File: config.mk
export PLATFORM = sky130hd
export DESIGN_NAME = cbuf_acq_sequencer
export DESIGN_NICKNAME = d
export VERILOG_FILES = /design/src/rtl/cbuf_pkg.sv /design/src/rtl/cbuf_fill_bookkeeper.sv /design/src/rtl/cbuf_acq_sequencer.sv
export SDC_FILE = /design/constraint.sdc
export NUM_CORES = 1
export LEC_CHECK = 0
export CORE_MARGIN = 4
export CORE_UTILIZATION = 44
export CTS_CLUSTER_SIZE = 16
export DETAILED_ROUTE_END_ITERATION = 16
export PLACE_DENSITY = 0.69
export SLEW_MARGIN = 15
export SYNTH_ARGS = -nofsm -noshare
export SYNTH_HDL_FRONTEND = slang
export SYNTH_HIERARCHICAL = 1
export SYNTH_SLANG_ARGS = --single-unit
File: constraint.sdc
create_clock -name clk -period 3.6 [get_ports clk]
set_input_delay 0.9 -clock clk [delete_from_list [all_inputs] [get_ports clk]]
set_output_delay 0.9 -clock clk [all_outputs]
set_load 0.1 [all_outputs]
File: src/rtl/cbuf_pkg.sv
// Shared types and constants for the CBUF-mode acquisition path.
// Widths, mux tags and the fill sequencer state encoding.
package cbuf_pkg;

  localparam int ADR_W     = 23;
  localparam int FNUM_W    = 24;
  localparam int NB_W      = 14;
  localparam int OVH_WORDS = 3;

  localparam logic [2:0] TAG_FILL  = 3'd1;
  localparam logic [2:0] TAG_WFM   = 3'd2;
  localparam logic [2:0] TAG_DAT   = 3'd3;
  localparam logic [2:0] TAG_CKSUM = 3'd4;

  typedef enum logic [2:0] {
    S_IDLE,
    S_FILL_HDR,
    S_WFM_HDR,
    S_DATA,
    S_CKSUM,
    S_DONE
  } state_t;

endpackage

File: src/rtl/cbuf_fill_bookkeeper.sv
// Per-channel fill number and DDR3 burst start address.
// Both advance together once per completed fill, wrapping at their widths.
module cbuf_fill_bookkeeper #(
  parameter int ADR_W     = cbuf_pkg::ADR_W,
  parameter int FNUM_W    = cbuf_pkg::FNUM_W,
  parameter int NB_W      = cbuf_pkg::NB_W,
  parameter int OVH_WORDS = cbuf_pkg::OVH_WORDS
) (
  input  logic              clk,
  input  logic              rst,
  input  logic              advance,
  input  logic [NB_W-1:0]   num_bursts,
  output logic [FNUM_W-1:0] fill_num,
  output logic [ADR_W-1:0]  burst_start_adr
);

  // Truncating the operands first keeps the sum modulo 2^ADR_W
  logic [ADR_W-1:0] adr_next;

  assign adr_next = burst_start_adr
                  + ADR_W'(num_bursts)
                  + ADR_W'(OVH_WORDS);

  always_ff @(posedge clk) begin
    if (rst) begin
      fill_num        <= '0;
      burst_start_adr <= '0;
    end else if (advance) begin
      fill_num        <= fill_num + FNUM_W'(1);
      burst_start_adr <= adr_next;
    end
  end

endmodule

File: src/rtl/cbuf_acq_sequencer.sv
// CBUF-mode fill sequencer: drives the one-hot ADC data mux selects
// and the DDR3 write-FIFO strobe for one channel.
module cbuf_acq_sequencer #(
  parameter int ADR_W     = cbuf_pkg::ADR_W,
  parameter int FNUM_W    = cbuf_pkg::FNUM_W,
  parameter int NB_W      = cbuf_pkg::NB_W,
  parameter int OVH_WORDS = cbuf_pkg::OVH_WORDS
) (
  input  logic              clk,
  input  logic              rst,
  input  logic              trig,
  input  logic [1:0]        fill_type_in,
  input  logic [NB_W-1:0]   async_num_bursts,
  input  logic              fifo_afull,
  input  logic              dat_valid,
  output logic              dat_ready,
  output logic              select_fill_hdr,
  output logic              select_waveform_hdr,
  output logic              select_dat,
  output logic              select_checksum,
  output logic              checksum_update,
  output logic              fifo_wr_en,
  output logic [1:0]        fill_type,
  output logic [NB_W-1:0]   num_bursts,
  output logic [ADR_W-1:0]  burst_start_adr,
  output logic [FNUM_W-1:0] fill_num,
  output logic              busy,
  output logic              fill_done,
  output logic              trig_overrun
);

  import cbuf_pkg::*;

  state_t          state;
  state_t          state_nxt;
  logic [NB_W-1:0] cnt;
  logic [NB_W-1:0] cnt_nxt;
  logic            accept;
  logic            any_sel;

  always_comb begin
    state_nxt           = state;
    cnt_nxt             = cnt;
    accept              = 1'b0;
    dat_ready           = 1'b0;
    select_fill_hdr     = 1'b0;
    select_waveform_hdr = 1'b0;
    select_dat          = 1'b0;
    select_checksum     = 1'b0;
    checksum_update     = 1'b0;
    unique case (state)
      S_IDLE: begin
        if (trig && fill_type_in != 2'd0) begin
          accept    = 1'b1;
          state_nxt = S_FILL_HDR;
        end
      end
      S_FILL_HDR: begin
        if (!fifo_afull) begin
          select_fill_hdr = 1'b1;
          state_nxt       = S_WFM_HDR;
        end
      end
      S_WFM_HDR: begin
        if (!fifo_afull) begin
          select_waveform_hdr = 1'b1;
          state_nxt = (num_bursts != '0) ? S_DATA : S_CKSUM;
        end
      end
      S_DATA: begin
        dat_ready = !fifo_afull;
        if (dat_valid && !fifo_afull) begin
          select_dat      = 1'b1;
          checksum_update = 1'b1;
          // Leaving through CKSUM gives the checksum one cycle to settle
          if (cnt == num_bursts - NB_W'(1)) begin
            cnt_nxt   = '0;
            state_nxt = S_CKSUM;
          end else begin
            cnt_nxt = cnt + NB_W'(1);
          end
        end
      end
      S_CKSUM: begin
        if (!fifo_afull) begin
          select_checksum = 1'b1;
          state_nxt       = S_DONE;
        end
      end
      S_DONE: state_nxt = S_IDLE;
      default: state_nxt = S_IDLE;
    endcase
  end

  assign any_sel = select_fill_hdr | select_waveform_hdr
                 | select_dat | select_checksum;

  always_ff @(posedge clk) begin
    if (rst) begin
      state        <= S_IDLE;
      cnt          <= '0;
      fifo_wr_en   <= 1'b0;
      fill_type    <= '0;
      num_bursts   <= '0;
      busy         <= 1'b0;
      fill_done    <= 1'b0;
      trig_overrun <= 1'b0;
    end else begin
      state        <= state_nxt;
      cnt          <= cnt_nxt;
      fifo_wr_en   <= any_sel;
      fill_done    <= (state == S_DONE);
      trig_overrun <= trig && (state != S_IDLE);
      if (accept) begin
        fill_type  <= fill_type_in;
        num_bursts <= async_num_bursts;
        busy       <= 1'b1;
      end else if (state == S_DONE) begin
        busy <= 1'b0;
      end
    end
  end

  cbuf_fill_bookkeeper #(
    .ADR_W     (ADR_W),
    .FNUM_W    (FNUM_W),
    .NB_W      (NB_W),
    .OVH_WORDS (OVH_WORDS)
  ) u_book (
    .clk             (clk),
    .rst             (rst),
    .advance         (state == S_DONE),
    .num_bursts      (num_bursts),
    .fill_num        (fill_num),
    .burst_start_adr (burst_start_adr)
  );

endmodule

==> Yosys cells after proc, flatten, opt, wreduce, memory -nomap -nowiden <==
Index checks and enable logic that the tools add are counted.
{ "op_classes": {"n_addsub": 5, "bitwise": 3, "n_eq_ne": 12, "mux": 20, "reduce_logical": 11} }
{ "ops": {"columns": ["operator", "n"], "rows": [
  ["24-bit by 1-bit adder with 24-bit output (second input constant)", 1],
  ["23-bit by 14-bit adder with 23-bit output", 1],
  ["23-bit by 2-bit adder with 23-bit output (second input constant)", 1],
  ["3-bit 2-to-1 mux", 7],
  ["3-bit one-hot mux with 5 select lines", 1],
  ["14-bit by 1-bit adder with 14-bit output (second input constant)", 1],
  ["14-bit == test", 1],
  ["14-bit 2-to-1 mux", 1],
  ["14-bit nonzero test", 1],
  ["14-bit by 1-bit subtractor with 14-bit output (second input constant)", 1],
  ["2-bit != test (second input constant)", 6],
  ["1-bit 2-to-1 mux", 11],
  ["3-bit by 2-bit == test with 1-bit output (second input constant)", 2],
  ["3-bit == test (second input constant)", 2],
  ["6-bit AND reduction", 1],
  ["2-bit nonzero test", 2],
  ["3-bit by 1-bit == test with 1-bit output (second input constant)", 1],
  ["1-bit logical AND", 3],
  ["3-bit zero test", 1],
  ["1-bit OR", 3],
  ["3-bit nonzero test", 1],
  ["2-bit AND reduction", 1],
  ["1-bit zero test", 1]
]} }
{ "word_totals": {"out_inout_bits": 73, "ff_bits": 84, "word_cells": 61} }

==> Logic depth before layout (Yosys ltp) <==
Gate-level depths: netlist (run 1).
{ "logic_depth": {"word_depth": 6, "depth_mapped": 13, "ltp_nobuf": 13} }

==> Hierarchy <==
Netlist (run 1), hierarchy kept.
{ "by_module_without_submodules": {"columns": ["mod", "area_per_inst_um2", "cells_each", "n_inst"], "rows": [
  ["cbuf_fill_bookkeeper", 2822.7, 323, 1],
  ["cbuf_acq_sequencer", 2104.5, 272, 1]
]} }

==> Least setup slack after synthesis (run 1) <==
OpenSTA, ideal clock, no wires.
{ "synth_path": {"path_type": "input to output", "from": "input fifo_afull", "to": "output select_checksum", "required_ps": 2700, "cell_stages": 2, "t_arrival_ps": 3898, "path_slack_ps": -1198, "cell_sequence": "clkbuf_1 -> nor4_1"} }
{ "synth_via": {"elab_chain_len": 2} }
{ "synth_lines": {"columns": ["item", "line", "rtl"], "rows": [
  ["start, declared", "cbuf_acq_sequencer.sv:14", "input logic fifo_afull,"],
  ["1-bit 2-to-1 mux", "cbuf_acq_sequencer.sv:85", "if (!fifo_afull) begin"],
  ["1-bit 2-to-1 mux", "cbuf_acq_sequencer.sv:51", "unique case (state)"],
  ["end, declared", "cbuf_acq_sequencer.sv:20", "output logic select_checksum,"]
]} }
No other way between the ends.

==> Final worst setup path (run 1) <==
{ "layout_path": {"from": "input fifo_afull", "to": "output checksum_update"} }
{ "layout_via": {"elab_chain_len": 4} }
{ "layout_lines": {"columns": ["item", "line", "rtl"], "rows": [
  ["1-bit zero test", null, null],
  ["1-bit logical AND", "cbuf_acq_sequencer.sv:72", "if (dat_valid && !fifo_afull) begin"],
  ["1-bit 2-to-1 mux", "cbuf_acq_sequencer.sv:72", null],
  ["1-bit 2-to-1 mux", "cbuf_acq_sequencer.sv:51", null],
  ["end, declared", "cbuf_acq_sequencer.sv:21", "output logic checksum_update,"]
]} }
No other way between the ends.

==> results of run 1 <==
-- where the power goes --
| part | internal [mW] | leakage (nW) | switching, mW |
|---|---|---|---|
| Combinational | 0.313 | 1.75 | 0.654 |
| Sequential | 0.976 | 0.679 | 0.110 |
| Clock | 0.459 | 0.117 | 0.339 |
| Total | 1.75 | 2.55 | 1.10 |
-- sequential cells by signal, indices dropped and copies added (netlist names) --
register and count:
state 3, fill_type 2, fill_done 1, num_bursts 14, fifo_wr_en 1, cnt 14
trig_overrun 1, u_book/fill_num 24, busy 1, u_book/burst_start_adr 23
-- layer usage --
metal  vias to the layer above  wire length, um
met1                      2104             5588
met4                         0              238
met5                         -                0
met2                        82             5559
li1                       2259                -
met3                        18              491
-- worst max path at each step --
| stage | cells after the start | startpoint | endpoint | slack, ns |
|---|---|---|---|---|
| after floorplan | 2 | fifo_afull | select_checksum | -0.03 |
| after global placement | 5 | fifo_afull | checksum_update | 0.50 |
| after detailed placement | 5 | fifo_afull | checksum_update | 0.46 |
| after CTS | 5 | fifo_afull | checksum_update | 0.46 |
| after global routing | 9 | num_bursts[0] | cnt[5] | 0.27 |
| final | 5 | fifo_afull | checksum_update | 0.45 |
-- area by class of cell --
cell class | count | area [sq um]
inverter | 22 | 82.58
sequential | 84 | 1682
clock inverter | 5 | 100.1
multi-input combinational | 459 | 3045
fill | 1032 | 4801
tap | 140 | 175.2
clock buffer | 11 | 131.4
timing repair buffer | 99 | 870.8
-- worst max-delay path, stage by stage --
cell and delay (ns):
clkdlybuf4s50_1 0.41, nor2_1 0.19, nand4_1 0.26, inv_1 0.28, buf_12 0.21
-- logic make-up (layout without fill, tap and decap cells) --
| family | count (synthesis) | in the layout | synth area share |
|---|---|---|---|
| xor+xnor | 61 | 61 | 0.1084 |
| compound gates | 117 | 117 | 0.1531 |
| simple gates | 239 | 239 | 0.2491 |
| fa+ha+maj | 34 | 34 | 0.08735 |
| mux | 8 | 8 | 0.01625 |
| buf+inv | 52 | 137 | 0.04444 |
| flops | 84 | 84 | 0.3413 |
-- layout by cell type, fill, tap and decap left out, drive strengths merged, types with 7 or more instances in the layout --
cell           instances
nor3b                  7
dfxtp                 84
xor2                  41
mux2i                  8
nor2                  70
nand4                 16
or3                    7
inv                   22
nand3                 22
ha                    32
xnor2                 20
a21o                   7
and3                   7
o211ai                 8
clkbuf                11
clkdlybuf4s50         22
buf                   77
a21oi                 41
nand2b                10
nand2                 64
o21ai                 22
==> metrics, run 1 <==
post-CTS sizing 0; min-delay src fill_type[0]; worst-case reg-to-reg path depth 9; Worst Setup End Kind output port; RSZ-0062 raised after global routing false; Post-synth EDFFs 0; GR Layer Usage met1 0.2405; Top FF cell, synth dfxtp_1; Placed Cells 804; fin cells 820; Initial DRC Count 241; most common library cells after synthesis dfxtp_1 (84), nor2_1 (69), nand2_1 (64); setup TNS 0 ns; maximum VDD drop 0.4537 mV; Syn Area/Cell 8.281 sq um; post-synth top area share 0.3413; WL final 11880 um; Leakage 2.545 nW; worst r2r src num_bursts[0]; # H-tree levels 3; DP HPWL 8871 um; Core ar. 10890 sq um; total power 2.851 mW; # hold bufs at CTS 0; crit start category input pin; Num CTS Buffers 9; Min-Delay Path Class flop to flop; CP max FO 5; Die Wd 113.8 um; per-cell routed wire length 14.48 um; maximum clock path buffer count 2; layout cells sized above 1 0.1574; initial antenna violation count 0; pin count of the biggest net entering global routing 44; Util after Layout 0.5591; # DRC 0; root buf cell clkbuf_8; min Tclk post-route 3.152 ns; GR peak layer met2; CP arrival 2.25 ns; setup violators final 0; Max Slew Vio Count 0; register area share after synthesis 0.3413; asr flop ratio synth 0; Crit Path Class input pin to output port; IO buf count 93; DP Area 5856 sq um; post-synth top area cell dfxtp_1; worst hold margin 0.4657 ns; FF-to-FF End cnt[12]; Clock Latency Late Sink 0.37 ns; DR vias 4463; TritonRoute pass-1 iters 5; Worst Path Required 2.70 ns; vias in the first global route 4232; ranking of synthesized cells by area dfxtp_1 (34%), ha_1 (8.1%), xor2_1 (7.3%); Reg clk slew, reported paths 0.07 ns; max-cap violation count 0; Initial Utilization 0.4525; die extent in y 113.8 um; CTS tree yes; Hold Crit Endpoint fill_type[0]; Setup WS pre-CTS 0.4604 ns; met2 Use GR 0.3039; nets@finish 729; GRT met3 Usage 0.03873; wire length of the first global-routing pass 19930 um; clk_skew 0.01036 ns; Post-Synthesis Cell Area 4927 sq um; r2r setup slk 0.55 ns; IO Count 94; Cells after Synth 595; synth unique cells 69; CTS sink count 84; Synth warnings 6; Area Growth Syn to Fin 23.54%; syn nets 649; Worst-Margin Slew 0.9807 ns; die area 12960 sq um; Tcrit/Tclk final 0.8756; ant diodes 0; vias per inst 5.443; total global-route track usage 0.1864; Final GP Congestion 0.8293; Fin. Hold Viols 0; grt ovf 0; fmax 317.2 MHz; post-route ant nets 0; normalized max-slew margin 0.3441; count leader, synth dfxtp_1; row cnt 38; Final WS setup 0.4477 ns; postcts setup bufs 0; status completed; Min-Delay Path Depth 2; PwrDens 468.4 nW/um^2; Layout Cell Area excl Fill 6087 sq um; flops & latches, synth 84
(Power assumes the default switching activity.)
==> run 2, diff against run 1 <==
CAP_MARGIN = 20   (was unset)
SLEW_MARGIN = 0   (was 15)
==> results of run 2 <==
Final layout, timing and power as in run 1 (identical DEF).
